<file path="src/rtl/number_grid_if.sv">
// number_grid_if
//   Bundles the grid controller's frame/round/collision inputs and its
//   per-cell display and score outputs.
//   Signals:
//     startOfFrame  one-cycle pulse per video frame
//     newRound      one-cycle pulse, start or restart a round
//     cellHit       per-cell collision level
//     cellValue     per-cell digit 0..9 (NUM_CELLS x 4, packed)
//     cellEnable    per-cell live/visible
//     scoreValid    one-cycle pulse per accepted hit
//     scoreAdd      digit of the accepted cell, valid with scoreValid
//     hitCount      accepted hits in this round
//     roundDone     high while the round is over
//   master: drives the inputs (collision logic / frame timing side).
//   slave : the controller.
interface number_grid_if #(
  parameter int NUM_CELLS = 12
);
  logic                      startOfFrame;
  logic                      newRound;
  logic [NUM_CELLS-1:0]      cellHit;
  logic [NUM_CELLS-1:0][3:0] cellValue;
  logic [NUM_CELLS-1:0]      cellEnable;
  logic                      scoreValid;
  logic [3:0]                scoreAdd;
  logic [7:0]                hitCount;
  logic                      roundDone;

  modport master (
    output startOfFrame, newRound, cellHit,
    input  cellValue, cellEnable, scoreValid, scoreAdd, hitCount, roundDone
  );

  modport slave (
    input  startOfFrame, newRound, cellHit,
    output cellValue, cellEnable, scoreValid, scoreAdd, hitCount, roundDone
  );
endinterface

</file>
<file path="src/rtl/number_grid_controller.sv">
// number_grid_controller
//   Sequences the on-screen number grid: fills every cell with a
//   pseudo-random digit at round start, retires cells the player hits
//   (one per cycle, lowest index first), scores each accepted hit,
//   respawns retired cells after RESPAWN_FRAMES frames and ends the round
//   after HITS_PER_ROUND accepted hits.
//   Ports:
//     clk     system clock
//     resetN  synchronous reset, active-high
//     grid    number_grid_if slave modport (frame/round/hit inputs,
//             per-cell digit/enable and score outputs)
module number_grid_controller #(
  parameter int         NUM_CELLS      = 12,
  parameter int         RESPAWN_FRAMES = 60,
  parameter int         HITS_PER_ROUND = 20,
  parameter logic [7:0] LFSR_SEED      = 8'hA5
) (
  input  logic         clk,
  input  logic         resetN,
  number_grid_if.slave grid
);

  localparam int IDX_W = (NUM_CELLS > 1) ? $clog2(NUM_CELLS) : 1;

  typedef enum logic [1:0] {
    IDLE,
    FILL,
    ACTIVE,
    DONE
  } state_t;

  state_t state_q;
  state_t state_d;

  logic [7:0]                lfsr_q;
  logic [IDX_W-1:0]          fill_idx_q;
  logic [NUM_CELLS-1:0][3:0] value_q;
  logic [NUM_CELLS-1:0]      enable_q;
  logic                      score_valid_q;
  logic [3:0]                score_add_q;
  logic [7:0]                hit_count_q;
  logic                      round_done_q;
  logic [NUM_CELLS-1:0]      pending_q;
  logic [7:0]                resp_cnt_q [NUM_CELLS];

  logic [NUM_CELLS-1:0]      hit_vec;
  logic [IDX_W-1:0]          hit_idx;
  logic [IDX_W-1:0]          pend_idx;
  logic                      accept;
  logic                      service;
  logic [3:0]                new_digit;

  // Fibonacci LFSR, polynomial x^8+x^6+x^5+x^4+1.
  function automatic logic [7:0] lfsr_step(input logic [7:0] s);
    return {s[6:0], s[7] ^ s[5] ^ s[4] ^ s[3]};
  endfunction

  // Folds a 4-bit value into 0..9 (10..15 map onto 4..9).
  function automatic logic [3:0] to_digit(input logic [3:0] d);
    return (d > 4'd9) ? d - 4'd6 : d;
  endfunction

  // The round ends at HITS_PER_ROUND, so the count must never pass it.
  function automatic logic [7:0] sat_inc(input logic [7:0] c);
    return (c >= 8'(HITS_PER_ROUND)) ? c : c + 8'd1;
  endfunction

  assign new_digit = to_digit(lfsr_q[3:0]);
  assign hit_vec   = grid.cellHit & enable_q;

  always_ff @(posedge clk) begin
    if (resetN) begin
      state_q <= IDLE;
    end else begin
      state_q <= state_d;
    end
  end

  always_comb begin
    state_d  = state_q;
    accept   = 1'b0;
    service  = 1'b0;
    hit_idx  = '0;
    pend_idx = '0;

    // Downward scan so the lowest set index is the one left standing.
    for (int i = NUM_CELLS - 1; i >= 0; i--) begin
      if (hit_vec[i]) begin
        hit_idx = IDX_W'(i);
      end
      if (pending_q[i]) begin
        pend_idx = IDX_W'(i);
      end
    end

    case (state_q)
      IDLE: begin
        if (grid.newRound) begin
          state_d = FILL;
        end
      end
      FILL: begin
        if (grid.newRound) begin
          state_d = FILL;
        end else if (fill_idx_q == IDX_W'(NUM_CELLS - 1)) begin
          state_d = ACTIVE;
        end
      end
      ACTIVE: begin
        if (grid.newRound) begin
          state_d = FILL;
        end else begin
          accept  = |hit_vec;
          service = |pending_q;
          if (accept && (sat_inc(hit_count_q) == 8'(HITS_PER_ROUND))) begin
            state_d = DONE;
          end
        end
      end
      DONE: begin
        if (grid.newRound) begin
          state_d = FILL;
        end
      end
      default: state_d = IDLE;
    endcase
  end

  always_ff @(posedge clk) begin
    if (resetN) begin
      lfsr_q        <= LFSR_SEED;
      fill_idx_q    <= '0;
      value_q       <= '0;
      enable_q      <= '0;
      score_valid_q <= 1'b0;
      score_add_q   <= '0;
      hit_count_q   <= '0;
      round_done_q  <= 1'b0;
      pending_q     <= '0;
      for (int k = 0; k < NUM_CELLS; k++) begin
        resp_cnt_q[k] <= '0;
      end
    end else begin
      lfsr_q        <= lfsr_step(lfsr_q);
      score_valid_q <= 1'b0;
      if (grid.newRound) begin
        // Round (re)start beats any hit or respawn in flight.
        fill_idx_q   <= '0;
        enable_q     <= '0;
        hit_count_q  <= '0;
        round_done_q <= 1'b0;
        pending_q    <= '0;
        for (int k = 0; k < NUM_CELLS; k++) begin
          resp_cnt_q[k] <= '0;
        end
      end else begin
        case (state_q)
          FILL: begin
            value_q[fill_idx_q]  <= new_digit;
            enable_q[fill_idx_q] <= 1'b1;
            fill_idx_q           <= fill_idx_q + IDX_W'(1);
          end
          ACTIVE: begin
            if (grid.startOfFrame) begin
              for (int k = 0; k < NUM_CELLS; k++) begin
                if (resp_cnt_q[k] != 8'd0) begin
                  resp_cnt_q[k] <= resp_cnt_q[k] - 8'd1;
                  if (resp_cnt_q[k] == 8'd1) begin
                    pending_q[k] <= 1'b1;
                  end
                end
              end
            end
            // A pending cell is dark, so it can never also be the hit winner.
            if (service) begin
              value_q[pend_idx]   <= new_digit;
              enable_q[pend_idx]  <= 1'b1;
              pending_q[pend_idx] <= 1'b0;
            end
            if (accept) begin
              enable_q[hit_idx]   <= 1'b0;
              score_valid_q       <= 1'b1;
              score_add_q         <= value_q[hit_idx];
              hit_count_q         <= sat_inc(hit_count_q);
              resp_cnt_q[hit_idx] <= 8'(RESPAWN_FRAMES);
            end
          end
          DONE: begin
            enable_q     <= '0;
            pending_q    <= '0;
            round_done_q <= 1'b1;
            for (int k = 0; k < NUM_CELLS; k++) begin
              resp_cnt_q[k] <= '0;
            end
          end
          default: ;
        endcase
      end
    end
  end

  assign grid.cellValue  = value_q;
  assign grid.cellEnable = enable_q;
  assign grid.scoreValid = score_valid_q;
  assign grid.scoreAdd   = score_add_q;
  assign grid.hitCount   = hit_count_q;
  assign grid.roundDone  = round_done_q;

endmodule

</file>
<file path="src/flat_wrapper.sv">
// flat-port wrapper written by rule: the top's interface ports become plain ports
module number_grid_controller_flat 
#(
  parameter int         NUM_CELLS      = 12,
  parameter int         RESPAWN_FRAMES = 60,
  parameter int         HITS_PER_ROUND = 20,
  parameter logic [7:0] LFSR_SEED      = 8'hA5
)
  (clk, resetN, grid_startOfFrame, grid_newRound, grid_cellHit, grid_cellValue, grid_cellEnable, grid_scoreValid, grid_scoreAdd, grid_hitCount, grid_roundDone);
  number_grid_if #(.NUM_CELLS(NUM_CELLS)) grid_i ();
  input  logic clk;
  input  logic resetN;
  input wire logic [$bits(grid_i.startOfFrame)-1:0] grid_startOfFrame;
  input wire logic [$bits(grid_i.newRound)-1:0] grid_newRound;
  input wire logic [$bits(grid_i.cellHit)-1:0] grid_cellHit;
  output wire logic [$bits(grid_i.cellValue)-1:0] grid_cellValue;
  output wire logic [$bits(grid_i.cellEnable)-1:0] grid_cellEnable;
  output wire logic [$bits(grid_i.scoreValid)-1:0] grid_scoreValid;
  output wire logic [$bits(grid_i.scoreAdd)-1:0] grid_scoreAdd;
  output wire logic [$bits(grid_i.hitCount)-1:0] grid_hitCount;
  output wire logic [$bits(grid_i.roundDone)-1:0] grid_roundDone;
  assign grid_i.startOfFrame = grid_startOfFrame;
  assign grid_i.newRound = grid_newRound;
  assign grid_i.cellHit = grid_cellHit;
  assign grid_cellValue = grid_i.cellValue;
  assign grid_cellEnable = grid_i.cellEnable;
  assign grid_scoreValid = grid_i.scoreValid;
  assign grid_scoreAdd = grid_i.scoreAdd;
  assign grid_hitCount = grid_i.hitCount;
  assign grid_roundDone = grid_i.roundDone;
  number_grid_controller #(.NUM_CELLS(NUM_CELLS), .RESPAWN_FRAMES(RESPAWN_FRAMES), .HITS_PER_ROUND(HITS_PER_ROUND), .LFSR_SEED(LFSR_SEED)) u_core (.clk(clk), .resetN(resetN), .grid(grid_i));
endmodule
</file>
<file path="config.mk">
export PLATFORM = sky130hd
export DESIGN_NAME = number_grid_controller_flat
export DESIGN_NICKNAME = d
export VERILOG_FILES = /design/src/rtl/number_grid_if.sv /design/src/rtl/number_grid_controller.sv /design/src/flat_wrapper.sv
export SDC_FILE = /design/constraint.sdc
export NUM_CORES = 1
export LEC_CHECK = 0
export CAP_MARGIN = 30
export CORE_MARGIN = 5
export CORE_UTILIZATION = 50
export DETAILED_ROUTE_END_ITERATION = 6
export PLACE_DENSITY = 0.7
export SYNTH_ARGS = -nofsm -noshare
export SYNTH_HDL_FRONTEND = slang
export SYNTH_SLANG_ARGS = --single-unit
</file>
<file path="constraint.sdc">
create_clock -name clk -period 5.5 [get_ports clk]
set_input_delay 0.825 -clock clk [delete_from_list [all_inputs] [get_ports clk]]
set_output_delay 0.825 -clock clk [all_outputs]
set_load 0.005 [all_outputs]
</file>
==> impl_results.md, run 1 <==
- Status: complete, no violations
- WHS Path Cells: 1
- Total I/O pin count: 90
- Register clock-pin slew on the reported worst setup and hold paths: roughly 0.090 ns
- Die width: 157.6 um
- Full die area: roughly 25000 um2
- CP max-delay cell: a21boi_1
- Cell variety after synth: 88
- Seq cells post-synth: 196
- Worst Path Required: 5.83 ns
- WHS Endpoint: u_core.lfsr_q[7]
- Min Hold Slack: 0.4424 ns
- Clock root buffer: clkbuf_16
- Power Dens Cells: approximately 230 nW/um2
- Initial Utilization: between 50% and 60%
- Sequential share of power: about half
- ANT nets after route: 0
- Inst Count DP: 1690
- Fin util: a little under 60%
- Mux share of post-synthesis cell area: under 10%
- Clk_lat worst skew: roughly 0.45 ns
- Layout cells sized above 1: under 10%
- Crit path largest cell delay: 0.61 ns
- Critical path class: primary input to flop
- Via/cell ratio: 6.124
- DRT Pass-1 Iters: 7
- Final hold vios: 0
- Synthesized cell area: 10900 um2
- H-tree levels: 4
- Register area share after synthesis: between 30% and 40%
- Post-synth EDFFs: 0
- Clock Sinks: a little under 200
- Leakage: roughly 4.7 nW
- Post-synth top area share: between 30% and 40%
- Detailed Route WL: 31.69 mm
- RSZ-0062 raised after global routing: no
- Largest net degree at the start of global routing: roughly 70
- GRT Total Usage: 25.51%
- Post-synth ARST share: 0%
- Top cell type by total area after synthesis: dfxtp_1
- Core Region: between 20000 and 25000 um2
- Commonest cells post-synth: dfxtp_1 (196), nor2_1 (170), nand2_1 (138)
- Mean Syn Cell Area: roughly 8 um2
- Most common cell in the synthesized netlist: dfxtp_1
- Synth warnings: 0
- P_sw: just over 800 uW
- Crit-path max FO: 12
- Register area: about 3900 um2
- CP most frequent cell: nand2_1
- Worst min path class: flop to flop
- Finished Layout Cells: roughly 1.7k
- CTS Buf Count: 17
- DR iter-0 viols: 976
- Proportion of power drawn by combinational gates: 6.0%
- Hold Startpoint: u_core.lfsr_q[6]
- Critical path cell sequence: clkdlybuf4s50_1 -> nand2_1 -> a32o_1 -> a21boi_1 -> nand2_1 -> nand2_1 -> nor2_2 -> a221o_1
- HPWL Detailed: approximately 23 mm
- Mapped Nets: around 1.4k
- # rows: 54
- Final worst setup slack: ~2.0 ns
- Least-Margin Pin Slew: ~1.1 ns
- Kind of end point of the critical path: flop
- Main combinational cell family by area after synthesis: simple AND/OR/NAND/NOR gates
- Worst EP arrival: between 3 and 4 ns
- Period utilization: a little under two thirds
- Worst reg-to-reg setup slack: 2.38 ns
- Vias: 10.55k
- CTS tree: built
- WL/cell: 18.40 um
- Xor/xnor share of the synthesized area: approximately 1.6%
- WP buf/inv: 1
- Gpl congestion: roughly 0.95
- Cts repair resizes: 0
- Antenna Cells: 0
- Pins Over Slew Limit: 0
- Top cells by area, synth: dfxtp_1 (36%), nor2_1 (5.9%), a21oi_1 (5.2%)
- Vias in the first global route: ~9.6k
- Most used DFF post-synth: dfxtp_1
- GR Overflow Total: 0
- Clock power frac: ~45%
- Internal Power: 2.127 mW
- Worst slack, placed: approximately 1.6 ns
- Crit Reg-Reg Startpoint: u_core.grid.cellEnable[3]
- Hold_buf cts: 0
- Layout Area Growth over Synthesis: 15.66%
- Sw frac: 27.89%
- Compound-Gate Fraction of Synth Area: 23.16%
- Crit path time final: between 3 and 4 ns
- Drt drc: 0
- Setup Buffers After CTS: 0
- IO Port Bufs: 89
- R2r endpoint: u_core.resp_cnt_q[4][5]
- Gate Count Post-Synth: 1360
- Clk buf depth: 2
- CP delay by family, top: compound AO/OA/AOI/OAI gates
- Max transition margin: roughly 29%
- Adder-cell share of the synthesized area: 4.937%
- Max Clock Skew: between 0.015 and 0.02 ns
- Global-route wire length before repair: 50.73 mm
- Max Fclk: around 290 MHz
- Final TNS setup: 0 ns
- R2r worst-path depth: 7
- Area of the multi-input gates: between 6000 and 7000 um2
- Max-cap violations: 0
- Post-Synth Simple-Gate Area: between 20 and 30%
- Final Net Count: between 1k and 1.5k
- FILL cells: ~2.0k
- Final setup viols: 0
- DIE HEIGHT: about 160 um
- Startpoint Class: primary input
- Initial antenna violation count: 0
- Max VDD drop: ~0.24 mV
## registers in the layout, summed over array words and instances, names as in the netlist
signal and count:
u_core.lfsr_q 8, u_core.state_q 2, u_core.fill_idx_q 4, u_core.resp_cnt_q 96, u_core.grid.cellValue 48, u_core.grid.scoreAdd 4
u_core.grid.cellEnable 12, u_core.grid.roundDone 1, u_core.grid.scoreValid 1, u_core.grid.hitCount 8, u_core.pending_q 12
## cell type report
class                   count  area share (%)
multi-input cells        1060           51.71
clock inverters            15           1.717
well taps                 280           2.779
inverters                  55           1.638
repair buffers             99           7.653
clock buffers              17           3.375
flip-flops and latches    196           31.13
## routing by layer
layer  vias up  part of all wire (%)  global-route usage (%)
li1       5075                     -                       -
met1      4963                    43                   34.01
met5         -                     0                       0
met2       432                    46                   41.14
met4         0                   3.2                   8.234
met3        76                   7.6                   5.823
## worst max-delay path by stage
stage	start	endpoint	depth (start not counted)
after floorplan	grid_cellHit[10]	u_core.grid.scoreAdd[3]	7
after global placement	grid_newRound	u_core.resp_cnt_q[5][6]	7
after detailed placement	grid_cellHit[3]	u_core.resp_cnt_q[4][5]	8
after CTS	grid_cellHit[7]	u_core.resp_cnt_q[4][5]	8
after global routing	grid_cellHit[3]	u_core.resp_cnt_q[4][5]	8
final	grid_cellHit[3]	u_core.resp_cnt_q[4][5]	8
## power groups by stage
stage	Combinational, mW	Clock (mW)	Sequential, mW
2_1_floorplan	0.120	0	1.47
5_1_grt	0.193	1.41	1.45
6_report	0.177	1.32	1.45
3_5_place_dp	0.174	0	1.48
4_1_cts	0.175	1.34	1.45
3_3_place_gp	0.172	0	1.48
## logic make-up (layout without fill, tap and decap cells)
logic type      after synthesis  after routing
compound gates              381            381
simple gates                568            568
mux                          48             48
buf+inv                     104            186
flops                       196            196
xor+xnor                     20             20
fa+ha+maj                    43             43
## metrics by stage
| step | instance area (um2) | total power, mW |
|---|---|---|
| final | 12600 | 2.950 |
| after detailed placement | 11960 | 1.657 |
| after floorplan | 10900 | 1.593 |
| after CTS | 12600 | 2.969 |
| after global routing | 12600 | 3.054 |
| after global placement | 11950 | 1.655 |
## placed cells by master, fill, tap and decap left out, drive strengths merged, types with 14 or more instances in the layout
cell             n
nor3            68
o21ai           98
o211ai          31
nor2           175
a31oi           17
nand2b          38
nor4            23
ha              43
nand3           24
clkdlybuf4s50   88
a211oi          14
and2            17
dfxtp          196
clkbuf          17
and3            15
nand2          140
mux2i           47
inv             62
nor3b           14
a21oi          120
No activity file was read; power rests on OpenSTA's default activity.
==> inputs of run 2 (changes only) <==
- clock period: 5.5 -> 3.45 ns (I/O delays scaled with it)
==> run 2 against run 1 <==
Register-to-register slack worse by 1.7 ns. Flip-flop and latch count unchanged. Count of clock-buffer cells in the layout is the same. Worst setup slack lost 1.3 ns. Sequential power up 59%. Die area stayed put. Utilization increased by 0.62 points. Critical path depth fell by 1. Sequential share of layout area down 0.33 points. Critical endpoint is now u_core.grid.cellValue[1]. Largest cell class unchanged.
==> impl_results.md, run 2 (synthesized netlist as in run 1, its figures left out) <==
- Cts repair resizes: 0 (unchanged)
- Max-cap violations: 0 (unchanged)
- Drt drc: 0 (unchanged)
- Detailed Route WL: 32.60 mm (+2.9%)
- Max transition margin: 43.11% (+14 points)
- GRT Total Usage: 26.23% (+0.72 points)
- Crit-path max FO: 20 (+8)
- Setup Buffers After CTS: 0 (unchanged)
- Sw frac: 27.74% (-0.15 points)
- Critical path cell sequence: inv_1 -> ha_1 -> nand2_1 -> o221ai_2 -> buf_4 -> a21o_1 -> mux2i_1
- Initial Utilization: 50.41% (unchanged)
- Pins Over Slew Limit: 0 (unchanged)
- FILL cells: 1959 (-2.5%)
- Max Clock Skew: 0.01420 ns (-0.002053 ns)
- Least-Margin Pin Slew: 0.8455 ns (-0.2188 ns)
- Biggest register: u_core.resp_cnt_q
- DR iter-0 viols: 896 (-8.2%)
- RSZ-0062 raised after global routing: no
- Die width: 157.6 um (unchanged)
- Worst Path Required: 3.82 ns (-2.01 ns)
- Core Region: 21620 um2 (unchanged)
- Max reg flops: 96 (unchanged)
- Largest net degree at the start of global routing: 78 (+8.3%)
- Antenna Cells: 0 (unchanged)
- DIE HEIGHT: 157.6 um (unchanged)
- Most frequent cells in the layout: dfxtp_1 (196), nor2_1 (170), nand2_1 (138)
- Register clock-pin slew on the reported worst setup and hold paths: 0.09 ns (about the same)
- Worst min path class: flop to flop
- Critical path class: flop to flop
- Power Dens Cells: 368.2 nW/um2 (+57%)
- Startpoint Class: flop
- Min Hold Slack: 0.4222 ns (-0.02023 ns)
- Inst Count DP: 1710 (+1.2%)
- WL/cell: 18.72 um (+1.7%)
- Crit path largest cell delay: 0.62 ns (about the same)
- Worst slack, placed: 0.4316 ns (-1.196 ns)
- Hold_buf cts: 0 (unchanged)
- Max VDD drop: 0.2835 mV (+19%)
- Status: complete, no violations
- DRT Pass-1 Iters: 6 (-1)
- GR Overflow Total: 0 (unchanged)
- Max Fclk: around 360 MHz
- Vias in the first global route: 9938 (+3.8%)
- Worst EP arrival: 3.15 ns (-0.66 ns)
- Layout cells sized above 1: 7.319% (+1.3 points)
- Initial antenna violation count: 0 (unchanged)
- Placed inst area: 12110 um2 (+1.2%)
- # rows: 54 (unchanged)
- Internal Power: 3.390 mW (+59%)
- Final Net Count: 1508 (+1.3%)
- Period utilization: 80.53%
- CTS tree: built
- Post-route cell area: 12740 um2 (+1.1%)
- Register area: 3924 um2 (unchanged)
- Layout Area Growth over Synthesis: 16.90%
- Clock Sinks: 196 (unchanged)
- Clock root buffer: clkbuf_16
- Crit path time final: 2.778 ns
- CTS Buf Count: 17 (unchanged)
- Final worst setup slack: 0.6718 ns (-1.342 ns)
- Final setup viols: 0 (unchanged)
- Via/cell ratio: 6.102 (-0.36%)
- Total I/O pin count: 90 (unchanged)
- Area of the multi-input gates: 6518 um2 (unchanged)
- IO Port Bufs: 89 (unchanged)
- Sequential share of power: 49.3% (about the same)
- Kind of end point of the critical path: flop
- ANT nets after route: 0 (unchanged)
- Vias: 10.63k (+0.80%)
- Finished Layout Cells: 1742 (+1.2%)
- HPWL Detailed: 23.93 mm (+3.1%)
- Gpl congestion: 1.006 (+5.6%)
- Clk buf depth: 2 (unchanged)
- Global-route wire length before repair: 52.62 mm (+3.7%)
- Final TNS setup: 0 ns (unchanged)
- Leakage: 4.805 nW (+2.0%)
- H-tree levels: 4 (unchanged)
- CP max-delay cell: ha_1
- Full die area: 24850 um2 (unchanged)
- Commonest non-fill, non-tap cell in the layout: dfxtp_1
- P_sw: 1.301 mW (+58%)
- Proportion of power drawn by combinational gates: 6.2% (+0.2 points)
- Final hold vios: 0 (unchanged)
- Clk_lat worst skew: 0.44 ns (about the same)
- Clock power frac: 44.5% (-0.3 points)
-- run 2: changes by cell type in the layout (fill, tap and decap cells not counted) --
cell	delta
buf_4	+21
buf_6	-1
clkinv_2	+1
clkinv_8	-1
inv_12	-1
inv_6	-2
inv_8	+3
-- run 2: final timing paths --
check	startpoint	to	slack (ns)	cells past startpoint
setup / recovery	u_core.state_q[0]	u_core.grid.cellValue[1]	0.67	7
hold / removal	u_core.lfsr_q[6]	u_core.lfsr_q[7]	0.42	1
setup reg to reg	u_core.state_q[0]	u_core.grid.cellValue[1]	0.67	7
hold reg to reg	u_core.lfsr_q[6]	u_core.lfsr_q[7]	0.42	1
-- run 2: worst max-delay path: cells and delay by family, from the launching register on --
kind	cells	cell delay [ns]
buffers and inverters	2	0.47
flip-flops	1	0.36
AND/OR/NAND/NOR	1	0.15
multiplexers	1	0.21
AO/OA/AOI/OAI	2	0.90
adder cells (fa/ha/maj)	1	0.62
-- run 2: routing by layer --
layer / GRT usage, % / vias to the layer above / routed length [um] / part of all wire, %
met5: 0 / - / 0 / 0
li1: - / 5100 / - / -
met4: 8.234 / 0 / 918 / 2.8
met2: 41.71 / 444 / 14690 / 45
met3: 5.577 / 65 / 2369 / 7.3
met1: 35.80 / 5021 / 14630 / 45
-- run 2: cell type report --
class | instances | area share (%)
Multi-Input combinational cell | 1060 | 51.16
Inverter | 55 | 1.621
Timing Repair Buffer | 119 | 8.721
Clock inverter | 15 | 1.611
Clock buffer | 17 | 3.339
Tap cell | 280 | 2.750
Sequential cell | 196 | 30.80
-- run 2: stage by stage --
step / utilization (%) / power, mW
after global routing: 58.92 / 4.838
after floorplan: - / 2.539
after detailed placement: 56.01 / 2.650
final: 58.92 / 4.691
after CTS: 58.92 / 4.709
after global placement: 56.01 / 2.648
-- run 2: power groups by stage --
stage                     clock network, mW  logic [mW]  registers (mW)
final                                  2.09       0.292            2.31
after global placement                    0       0.285            2.36
after floorplan                           0       0.191            2.35
after global routing                   2.21       0.317            2.31
after CTS                              2.11       0.288            2.31
after detailed placement                  0       0.287            2.36
==> inputs of run 3 (changes only) <==
- clock period: 3.45 -> 2.84 ns (I/O delays scaled with it)
==> run 3 against run 2 <==
The run now ends with design-rule violations left. Count of clock-buffer cells in the layout did not move. Utilization rose by 1.3 points. First-iteration DRC count rose by 4.6%. Die area did not move. Clock skew rose by 0.0030 ns.
==> impl_results.md, run 3 (synthesized netlist as in run 1, its figures left out) <==
- RSZ-0062 raised after global routing: no
- Vias in the first global route: 10.08k (+1.4%)
- Failing checks: design-rule violations
- CP delay by family, top: buffers and inverters
- Max transition margin: 46.11% (+3.0 points)
- Max Fclk: 391.5 MHz (+8.8%)
- CP max-delay cell: o221ai_2
- Detailed Route WL: 32.70 mm (+0.28%)
- Final hold vios: 0 (unchanged)
- FILL cells: 1970 (+0.56%)
- P_sw: 1.631 mW (+25%)
- Worst EP arrival: 2.87 ns (-0.28 ns)
- Least-Margin Pin Slew: 0.8046 ns (-0.04093 ns)
- Max reg flops: 96 (unchanged)
- Register clock-pin slew on the reported worst setup and hold paths: 0.08 ns (about the same)
- Layout cells sized above 1: 9.425% (+2.1 points)
- Period utilization: 89.93% (+9.4 points)
- Largest net degree at the start of global routing: 47 (-40%)
- Antenna Cells: 0 (unchanged)
- IO Port Bufs: 89 (unchanged)
- Proportion of power drawn by combinational gates: 6.3% (about the same)
- Gpl congestion: 0.9965 (-0.94%)
- GR Overflow Total: 0 (unchanged)
- Initial antenna violation count: 0 (unchanged)
- Total power: 5.789 mW (+23%)
- Min Hold Slack: 0.2893 ns (-0.1328 ns)
- Status: complete, but fails checks
- Inst Count DP: 1744 (+2.0%)
- Crit-path max FO: 24 (+20%)
- Sw frac: 28.17% (+0.44 points)
- Crit Reg-Reg Startpoint: u_core.state_q[0]
- DRT Pass-1 Iters: 7 (+1)
- Cts repair resizes: 0 (unchanged)
- Clock root buffer: clkbuf_16
- Vias: 10.67k (+0.34%)
- Max VDD drop: 0.3657 mV (+29%)
- CTS Buf Count: 17 (unchanged)
- Full die area: 24850 um2 (unchanged)
- Critical path class: flop to flop
- HPWL Detailed: 24.55 mm (+2.6%)
- Worst slack, placed: 0.04423 ns (-0.3873 ns)
- Die width: 157.6 um (unchanged)
- Kind of end point of the critical path: flop
- CTS tree: built
- H-tree levels: 4 (unchanged)
- Crit path time final: 2.554 ns (-0.2240 ns)
- Setup Buffers After CTS: 0 (unchanged)
- DR iter-0 viols: 937 (+4.6%)
- Via/cell ratio: 6.006 (-1.6%)
- Setup crit start: u_core.state_q[0]
- Initial Utilization: 50.41% (unchanged)
- Startpoint Class: flop
- Worst Path Required: 3.15 ns (-0.67 ns)
- Pins Over Slew Limit: 0 (unchanged)
- GRT Total Usage: 26.16% (-0.064 points)
- Total I/O pin count: 90 (unchanged)
- Max-cap violations: 0 (unchanged)
- Hold_buf cts: 0 (unchanged)
- Max Clock Skew: 0.01724 ns (+0.003038 ns)
- Final worst setup slack: 0.2859 ns (-0.3860 ns)
- Final TNS setup: 0 ns (unchanged)
- Power Dens Cells: 444.3 nW/um2 (+21%)
- Biggest register: u_core.resp_cnt_q
- WP buf/inv: 3 (+1)
- Crit path largest cell delay: 0.53 ns (-0.09 ns)
- Final setup viols: 0 (unchanged)
- Clock power frac: 45.3% (+0.8 points)
- Leakage: 4.986 nW (+3.8%)
- Drt drc: 21 (+21)
- Worst min path class: primary input to flop
- Clk_lat worst skew: 0.46 ns (+0.02 ns)
- Final Net Count: 1542 (+2.3%)
- Sequential share of power: 48.5% (-0.8 points)
- Hold Startpoint: resetN
- Internal Power: 4.158 mW (+23%)
- WL/cell: 18.41 um (-1.6%)
- Finished Layout Cells: 1776 (+2.0%)
- # rows: 54 (unchanged)
- Core Region: 21620 um2 (unchanged)
- ANT nets after route: 0 (unchanged)
- Commonest non-fill, non-tap cell in the layout: dfxtp_1
- Most frequent cells in the layout: dfxtp_1 (196), nor2_1 (170), nand2_1 (138)
- Critical path cell sequence: inv_1 -> ha_1 -> buf_4 -> nand2_1 -> o221ai_2 -> buf_4 -> nor2_1 -> nand2_1 -> a21oi_1
- Layout Area Growth over Synthesis: 19.56%
- Clk buf depth: 2 (unchanged)
- DIE HEIGHT: 157.6 um (unchanged)
- Global-route wire length before repair: 52.27 mm (-0.66%)
- Clock Sinks: 196 (unchanged)
run 3: power by group through the flow:
stage          clock (mW)  sequential, mW  combinational, mW
3_5_place_dp            0            2.87              0.358
6_report             2.62            2.81              0.363
2_1_floorplan           0            2.85              0.232
4_1_cts              2.65            2.81              0.359
5_1_grt              2.76            2.81              0.394
3_3_place_gp            0            2.87              0.353
run 3: worst paths after layout:
kind / end / slack, ns / cells past startpoint
setup / recovery: u_core.grid.cellValue[26] / 0.29 / 9
setup reg to reg: u_core.grid.cellValue[26] / 0.29 / 9
hold reg to reg: u_core.lfsr_q[7] / 0.45 / 1
hold / removal: u_core.state_q[0] / 0.29 / 2
run 3: area by class of cell:
| type | count | area (um2) | share of cell area, % |
|---|---|---|---|
| Multi-Input combinational cell | 1060 | 6518 | 50.02 |
| Sequential cell | 196 | 3924 | 30.11 |
| Timing Repair Buffer | 153 | 1379 | 10.58 |
| Clock buffer | 17 | 425.4 | 3.265 |
| Tap cell | 280 | 350.3 | 2.689 |
| Clock inverter | 15 | 227.7 | 1.748 |
| Inverter | 55 | 206.4 | 1.584 |
run 3: worst register-to-register path, stage by stage, from the launching register on:
cell,delay (ns)
dfxtp_1,0.36
inv_1,0.10
ha_1,0.31
buf_4,0.30
nand2_1,0.10
o221ai_2,0.53
buf_4,0.39
nor2_1,0.15
nand2_1,0.11
a21oi_1,0.07
run 3: stage by stage:
stage,utilization [%],area (um2)
detailed placement,57.25,12380
CTS,60.27,13030
finish,60.27,13030
floorplan,-,10900
global placement,57.25,12380
global route,60.27,13030
run 3: metal layers:
metal / share of wire (%) / track usage, % / vias to the layer above
met1: 45 / 35.57 / 4964
met3: 6.9 / 4.839 / 97
met5: 0 / 0 / -
li1: - / - / 5175
met4: 3.8 / 10.61 / 0
met2: 45 / 41.10 / 430
